[config.mk]
export PLATFORM = sky130hd
export DESIGN_NAME = dmem_bus_responder_flat
export DESIGN_NICKNAME = d
export VERILOG_FILES = /design/src/rtl/risc_bus_pkg.sv /design/src/rtl/dmem_bus_responder_if.sv /design/src/rtl/dmem_array.sv /design/src/rtl/dmem_bus_responder.sv /design/src/flat_wrapper.sv
export SDC_FILE = /design/constraint.sdc
export NUM_CORES = 1
export LEC_CHECK = 0
export BUFFER_PORTS_ARGS = -buffer_cell sky130_fd_sc_hd__buf_4
export CORE_ASPECT_RATIO = 1.2
export CORE_MARGIN = 2
export CORE_UTILIZATION = 45
export DETAILED_ROUTE_END_ITERATION = 8
export GPL_TIMING_DRIVEN = 0
export PLACE_DENSITY = 0.59
export SLEW_MARGIN = 25
export SYNTH_ARGS = -nofsm -noshare
export SYNTH_HDL_FRONTEND = slang
export SYNTH_SLANG_ARGS = --single-unit
export TNS_END_PERCENT = 30
[constraint.sdc]
create_clock -name clk -period 10.3 [get_ports clk]
set_clock_uncertainty 0.05 [all_clocks]
set_input_delay 1.545 -clock clk [delete_from_list [all_inputs] [get_ports clk]]
set_output_delay 1.545 -clock clk [all_outputs]
set_load 0.01 [all_outputs]
[src/rtl/risc_bus_pkg.sv]
// rtl/risc_bus_pkg.sv - shared types and defaults for the RISC data bus
//
// Purpose: state encoding, data width and default geometry shared by the
// data-memory responder, the core side and the benches.
// Ports: none (package).

package risc_bus_pkg;

  localparam int DATA_W              = 16;
  localparam int DEFAULT_DEPTH       = 8;
  localparam int DEFAULT_ADDR_W      = 16;
  localparam int DEFAULT_WAIT_CYCLES = 2;

  typedef enum logic [1:0] {
    ST_IDLE = 2'd0,
    ST_WAIT = 2'd1,
    ST_RESP = 2'd2
  } bus_state_e;

  // Full-width range check: an address equal to or above depth is an error,
  // never folded back onto a low word.
  function automatic logic addr_in_range(input logic [31:0] addr,
                                         input int unsigned depth);
    return addr < depth;
  endfunction

endpackage

[src/rtl/dmem_bus_responder_if.sv]
// rtl/dmem_bus_responder_if.sv - request/response handshake bundle for the data bus
//
// Purpose: groups the request and response channels of the data bus.
// Signals:
//   req_valid/req_ready  request handshake (master -> slave)
//   req_we/addr/wdata    request payload
//   rsp_valid/rsp_ready  response handshake (slave -> master)
//   rsp_rdata/rsp_err    response payload
// Modports: master (load/store unit side), slave (memory responder side).

interface dmem_bus_responder_if
  import risc_bus_pkg::*;
#(
  parameter int ADDR_W = DEFAULT_ADDR_W
);

  logic              req_valid;
  logic              req_ready;
  logic              req_we;
  logic [ADDR_W-1:0] req_addr;
  logic [DATA_W-1:0] req_wdata;
  logic              rsp_valid;
  logic              rsp_ready;
  logic [DATA_W-1:0] rsp_rdata;
  logic              rsp_err;

  modport master (
    output req_valid, req_we, req_addr, req_wdata, rsp_ready,
    input  req_ready, rsp_valid, rsp_rdata, rsp_err
  );

  modport slave (
    input  req_valid, req_we, req_addr, req_wdata, rsp_ready,
    output req_ready, rsp_valid, rsp_rdata, rsp_err
  );

endinterface

[src/rtl/dmem_array.sv]
// rtl/dmem_array.sv - DEPTH x 16 word storage for the data-memory responder
//
// Purpose: word array with synchronous write, combinational read and
// asynchronous clear.
// Ports:
//   clk    in  clock, rising edge
//   rst    in  asynchronous active-high clear of every word
//   we     in  write enable
//   addr   in  word index (shared by read and write)
//   wdata  in  write data
//   rdata  out combinational read data (0 for an index beyond DEPTH-1)

module dmem_array
  import risc_bus_pkg::*;
#(
  parameter  int DEPTH = DEFAULT_DEPTH,
  localparam int IDX_W = $clog2(DEPTH)
)(
  input  logic              clk,
  input  logic              rst,
  input  logic              we,
  input  logic [IDX_W-1:0]  addr,
  input  logic [DATA_W-1:0] wdata,
  output logic [DATA_W-1:0] rdata
);

  localparam logic [IDX_W:0] DEPTH_X = (IDX_W + 1)'(DEPTH);

  logic [DATA_W-1:0] mem_q [DEPTH];
  logic [DATA_W-1:0] mem_d [DEPTH];
  logic              addr_ok;

  // Guards non-power-of-two depths where the index can name a missing word.
  assign addr_ok = {1'b0, addr} < DEPTH_X;

  always_comb begin
    mem_d = mem_q;
    if (we && addr_ok) begin
      mem_d[addr] = wdata;
    end
  end

  always_ff @(posedge clk or posedge rst) begin
    if (rst) begin
      for (int i = 0; i < DEPTH; i++) begin
        mem_q[i] <= '0;
      end
    end else begin
      mem_q <= mem_d;
    end
  end

  assign rdata = addr_ok ? mem_q[addr] : '0;

endmodule

[src/rtl/dmem_bus_responder.sv]
// rtl/dmem_bus_responder.sv - data-bus memory responder with programmable wait states
//
// Purpose: accepts one read/write at a time, waits WAIT_CYCLES cycles,
// commits the access to dmem_array and returns data or an error.
// Ports:
//   clk  in  clock, rising edge
//   rst  in  asynchronous active-high reset
//   bus  slave modport of dmem_bus_responder_if (request and response channels)

module dmem_bus_responder
  import risc_bus_pkg::*;
#(
  parameter int DEPTH       = DEFAULT_DEPTH,
  parameter int ADDR_W      = DEFAULT_ADDR_W,
  parameter int WAIT_CYCLES = DEFAULT_WAIT_CYCLES
)(
  input  logic                 clk,
  input  logic                 rst,
  dmem_bus_responder_if.slave  bus
);

  localparam int         IDX_W    = $clog2(DEPTH);
  localparam logic [3:0] CNT_INIT = (WAIT_CYCLES > 0) ? 4'(WAIT_CYCLES - 1) : 4'd0;

  bus_state_e        state_q, state_d;
  logic [3:0]        cnt_q, cnt_d;
  logic              we_q, we_d;
  logic [ADDR_W-1:0] addr_q, addr_d;
  logic [DATA_W-1:0] wdata_q, wdata_d;
  logic [DATA_W-1:0] rdata_q, rdata_d;
  logic              err_q, err_d;

  logic              req_ready;
  logic              rsp_valid;
  logic              commit;

  // Access being committed: with zero wait states the commit happens on the
  // accept edge itself, so the live request is used instead of the latch.
  logic              acc_we;
  logic [ADDR_W-1:0] acc_addr;
  logic [DATA_W-1:0] acc_wdata;
  logic              in_range;
  logic              arr_we;
  logic [DATA_W-1:0] arr_rdata;

  always_comb begin
    acc_we    = we_q;
    acc_addr  = addr_q;
    acc_wdata = wdata_q;
    if (state_q == ST_IDLE) begin
      acc_we    = bus.req_we;
      acc_addr  = bus.req_addr;
      acc_wdata = bus.req_wdata;
    end
  end

  assign in_range = addr_in_range(32'(acc_addr), DEPTH);
  assign arr_we   = commit && acc_we && in_range;

  dmem_array #(
    .DEPTH (DEPTH)
  ) u_array (
    .clk   (clk),
    .rst   (rst),
    .we    (arr_we),
    .addr  (acc_addr[IDX_W-1:0]),
    .wdata (acc_wdata),
    .rdata (arr_rdata)
  );

  always_comb begin
    state_d   = state_q;
    cnt_d     = cnt_q;
    we_d      = we_q;
    addr_d    = addr_q;
    wdata_d   = wdata_q;
    rdata_d   = rdata_q;
    err_d     = err_q;
    req_ready = 1'b0;
    rsp_valid = 1'b0;
    commit    = 1'b0;

    case (state_q)
      ST_IDLE: begin
        req_ready = 1'b1;
        if (bus.req_valid) begin
          we_d    = bus.req_we;
          addr_d  = bus.req_addr;
          wdata_d = bus.req_wdata;
          if (WAIT_CYCLES == 0) begin
            state_d = ST_RESP;
            commit  = 1'b1;
          end else begin
            state_d = ST_WAIT;
            cnt_d   = CNT_INIT;
          end
        end
      end
      ST_WAIT: begin
        if (cnt_q == 4'd0) begin
          state_d = ST_RESP;
          commit  = 1'b1;
        end else begin
          cnt_d = cnt_q - 4'd1;
        end
      end
      ST_RESP: begin
        rsp_valid = 1'b1;
        if (bus.rsp_ready) begin
          state_d = ST_IDLE;
        end
      end
      default: begin
        state_d = ST_IDLE;
      end
    endcase

    // Response registers only change on the commit edge, so they hold
    // steady under backpressure.
    if (commit) begin
      err_d   = !in_range;
      rdata_d = (!acc_we && in_range) ? arr_rdata : '0;
    end
  end

  always_ff @(posedge clk or posedge rst) begin
    if (rst) begin
      state_q <= ST_IDLE;
      cnt_q   <= '0;
      we_q    <= 1'b0;
      addr_q  <= '0;
      wdata_q <= '0;
      rdata_q <= '0;
      err_q   <= 1'b0;
    end else begin
      state_q <= state_d;
      cnt_q   <= cnt_d;
      we_q    <= we_d;
      addr_q  <= addr_d;
      wdata_q <= wdata_d;
      rdata_q <= rdata_d;
      err_q   <= err_d;
    end
  end

  assign bus.req_ready = req_ready;
  assign bus.rsp_valid = rsp_valid;
  assign bus.rsp_rdata = rdata_q;
  assign bus.rsp_err   = err_q;

endmodule

[src/flat_wrapper.sv]
// flat-port wrapper written by rule: the top's interface ports become plain ports
module dmem_bus_responder_flat import risc_bus_pkg::*;
#(
  parameter int DEPTH       = DEFAULT_DEPTH,
  parameter int ADDR_W      = DEFAULT_ADDR_W,
  parameter int WAIT_CYCLES = DEFAULT_WAIT_CYCLES
)
  (clk, rst, bus_req_valid, bus_req_we, bus_req_addr, bus_req_wdata, bus_rsp_ready, bus_req_ready, bus_rsp_valid, bus_rsp_rdata, bus_rsp_err);
  dmem_bus_responder_if #(.ADDR_W(ADDR_W)) bus_i ();
  input  logic clk;
  input  logic rst;
  input wire logic [$bits(bus_i.req_valid)-1:0] bus_req_valid;
  input wire logic [$bits(bus_i.req_we)-1:0] bus_req_we;
  input wire logic [$bits(bus_i.req_addr)-1:0] bus_req_addr;
  input wire logic [$bits(bus_i.req_wdata)-1:0] bus_req_wdata;
  input wire logic [$bits(bus_i.rsp_ready)-1:0] bus_rsp_ready;
  output wire logic [$bits(bus_i.req_ready)-1:0] bus_req_ready;
  output wire logic [$bits(bus_i.rsp_valid)-1:0] bus_rsp_valid;
  output wire logic [$bits(bus_i.rsp_rdata)-1:0] bus_rsp_rdata;
  output wire logic [$bits(bus_i.rsp_err)-1:0] bus_rsp_err;
  assign bus_i.req_valid = bus_req_valid;
  assign bus_i.req_we = bus_req_we;
  assign bus_i.req_addr = bus_req_addr;
  assign bus_i.req_wdata = bus_req_wdata;
  assign bus_i.rsp_ready = bus_rsp_ready;
  assign bus_req_ready = bus_i.req_ready;
  assign bus_rsp_valid = bus_i.rsp_valid;
  assign bus_rsp_rdata = bus_i.rsp_rdata;
  assign bus_rsp_err = bus_i.rsp_err;
  dmem_bus_responder #(.DEPTH(DEPTH), .ADDR_W(ADDR_W), .WAIT_CYCLES(WAIT_CYCLES)) u_core (.clk(clk), .rst(rst), .bus(bus_i));
endmodule
==> summary.md <==
| Metric | Value |
|---|---|
| Seq/Total Area, Yosys | 0.536 |
| Placed cell count | 957 |
| Hold Path Sink | u_core.bus.rsp_rdata[11] |
| Final setup vio count | 0 |
| TNS Setup | 0 ns |
| Maximum clock frequency | 0.262 GHz |
| Number of antenna diodes | 0 |
| Seq cells post-synth | 184 |
| NumNets Final | 758 |
| Critical path startpoint category | primary input |
| H-tree depth | 4 |
| Net Count, Synth | 684 |
| Post-detailed-routing wire length | 22100 µm |
| Period utilisation layout | 0.371 |
| GR Layer Usage met1 | 0.298 |
| Most frequent cells in the layout | 184 x dfrtp_1, 112 x mux2_2, 81 x nand2_1 |
| GRT Overall Usage | 0.233 |
| CTS Buf Count | 17 |
| Tmin final | 3.82 ns |
| 1st-iter DRT viols | 411 |
| Synth Cell Area | 8590 µm² |
| Via density per instance | 5.67 |
| DIE AREA | 20200 µm² |
| Crit end category | register |
| Clock-pin slew on the worst setup and hold paths | 0.07 ns |
| CP max FO | 10 |
| Filler cell count | 1576 |
| Grt ovf | 0 |
| EDFF count, synth | 0 |
| Starting Density | 0.457 |
| Main synth FF type | dfrtp_1 |
| Vias in the first global route | 5942 |
| Largest net degree at the start of global routing | 80 |
| Grt peak-use layer | met2 |
| TritonCTS Sinks | 184 |
| IO Pins | 56 |
| Via Count | 5612 |
| Die Ht | 155 µm |
| First-pass GRT wire length | 34800 µm |
| Pwr dens | 257 nW/µm² |
| WHS Path Cells | 2 |
| Yosys warns | 0 |
| Rows | 55 |
| Met3 usage | 0.0481 |
| Core Area | 18800 µm² |
| Post-CTS resize count | 0 |
| Synthesized instance count | 646 |
| Hold Path Origin | u_core.bus.rsp_rdata[11] |
| Synth-to-Final Area Change | 16.5% |
| Crit Reg-Reg Endpoint | u_core.u_array.mem_q[24] |
| Final ANT Viol Nets | 0 |
| Clock latency on the worst-skew pair | 0.44 ns |
| Wire length per cell | 22.4 µm |
| Critical path type | in2reg |
| Syn Area/Cell | 13.3 µm² |
| Least-Margin Pin Slew | 0.952 ns |
| TritonCTS clock tree | built |
| Width of the die | 130 µm |
| Peak VDD IR | 0.000121 V |
| Post-synthesis async set-or-reset flop share | 1.00 |
| Critical Path AT | 4.09 ns |
| DRC | 0 |
| Final Max Slew Viols | 0 |
| HP Class | reg2reg |
| Hold-fix buffers, CTS | 0 |
| Fin. Hold Viols | 0 |
| Share of cells above drive strength 1 | 0.407 |
| Leak | 0.00469 µW |
| Post-DP HPWL | 14900 µm |
| R2R cell count | 7 |
| # Post-CTS Setup Buffers | 0 |
| Start of the worst register-to-register path | u_core.state_q[1] |
| Clock buffer depth | 2 |
| Commonest non-fill, non-tap cell in the layout | dfrtp_1 |
| Cell variety after synth | 53 |
| R2R Setup Slk | 7.15 ns |
| Max-cap violation count | 0 |
| Status | finished, final reports clean |
| Relative slew margins | 0.366 |
| Antenna violations before repair | 0 |
| Worst Path Required | 10.57 ns |
| RSZ-0062 raised after global routing | false |
| Routability Congestion | 0.832 |
| Count of buffers from port buffering | 53 |
| Root buffer selected by CTS | clkbuf_16 |
| Met2 usage | 0.386 |
| Post-route insts no fill | 989 |
| DRT Pass-1 Iters | 5 |
critical path, stage by stage:
cell	delay, ns
buf_4	0.13
nor3b_1	0.39
nor2_1	0.24
or2_2	0.33
buf_2	0.25
nor3_4	0.49
buf_4	0.33
mux2_2	0.36
power by group:
group	internal (µW)	total, µW	switching (µW)
Sequential	811	864	53.4
Combinational	339	1010	667
Clock	415	706	291
how the worst max path moves through the flow:
stage	from	end	slack, ns
floorplan	rst	u_core.addr_q[0]	3.70
global placement	rst	u_core.u_array.mem_q[13]	1.92
detailed placement	bus_req_addr[0]	u_core.u_array.mem_q[98]	6.01
CTS	u_core.state_q[1]	bus_req_ready	6.45
global route	bus_req_addr[0]	u_core.u_array.mem_q[98]	6.30
finish	bus_req_addr[0]	u_core.u_array.mem_q[101]	6.48
through the flow:
stage | hold WS (ns) | setup slack, ns | instance area [µm²] | utilization | total power [µW]
5_1_grt | 0.458 | 6.30 | 10000 | 0.533 | 2720
3_5_place_dp | 0.422 | 6.01 | 9380 | 0.499 | 1880
3_3_place_gp | 0.422 | 1.92 | 9310 | 0.495 | 1850
6_report | 0.435 | 6.48 | 10000 | 0.533 | 2580
4_1_cts | 0.437 | 6.45 | 10000 | 0.533 | 2590
2_1_floorplan | 0.419 | 3.70 | 8590 | - | 1530
synth_stat cells (3+ instances only):
master,n,area share
nor4_4,8,0.020
nand3_1,3,0.0017
buf_2,13,0.0076
dfrtp_1,184,0.54
nand2b_1,3,0.0022
clkbuf_1,17,0.0074
o31a_1,5,0.0051
o32ai_1,4,0.0041
a32o_1,4,0.0047
nor3b_1,3,0.0026
a21oi_1,8,0.0047
mux2_4,50,0.087
buf_6,7,0.0092
o22ai_1,34,0.025
o21ai_0,12,0.0070
o221ai_1,12,0.012
inv_1,6,0.0026
mux2_2,112,0.15
a211oi_1,3,0.0026
o41ai_2,4,0.0076
nand2_1,81,0.035
nor2_1,6,0.0026
mux2i_1,3,0.0035
o31ai_1,9,0.0079
o21a_1,8,0.0070
and3_1,6,0.0044
layer usage:
layer,vias to the layer above,routed length (µm)
li1,2537,-
met1,2886,9440
met2,149,11000
met3,40,1010
met4,0,660
met5,-,0
cells by family (layout without fill, tap and decap cells):
| logic type | count (synthesis) | count (layout) | share of synthesized area |
|---|---|---|---|
| simple gates | 133 | 133 | 0.0919 |
| xor+xnor | 2 | 2 | 0.00204 |
| buf+inv | 48 | 135 | 0.0299 |
| mux | 167 | 167 | 0.243 |
| compound gates | 111 | 111 | 0.0957 |
| flops | 184 | 184 | 0.536 |
| fa+ha+maj | 1 | 1 | 0.00146 |
layout make-up:
type	count	area [µm²]	share of cell area
inverter	7	33.8	0.00338
multi-input combinational	414	3730	0.373
sequential	184	4600	0.460
timing repair buffer	55	453	0.0453
clock buffer	19	443	0.0443
clock inverter	13	190	0.0190
buffer	41	230	0.0230
tap	256	320	0.0320
state kept, by name, summed over array words and instances, names as in the netlist:
register,flops
u_core.state_q,2
u_core.bus.rsp_err,1
u_core.cnt_q,4
u_core.u_array.mem_q,128
u_core.addr_q,16
u_core.wdata_q,16
u_core.bus.rsp_rdata,16
u_core.we_q,1
(Power assumes the default switching activity.)
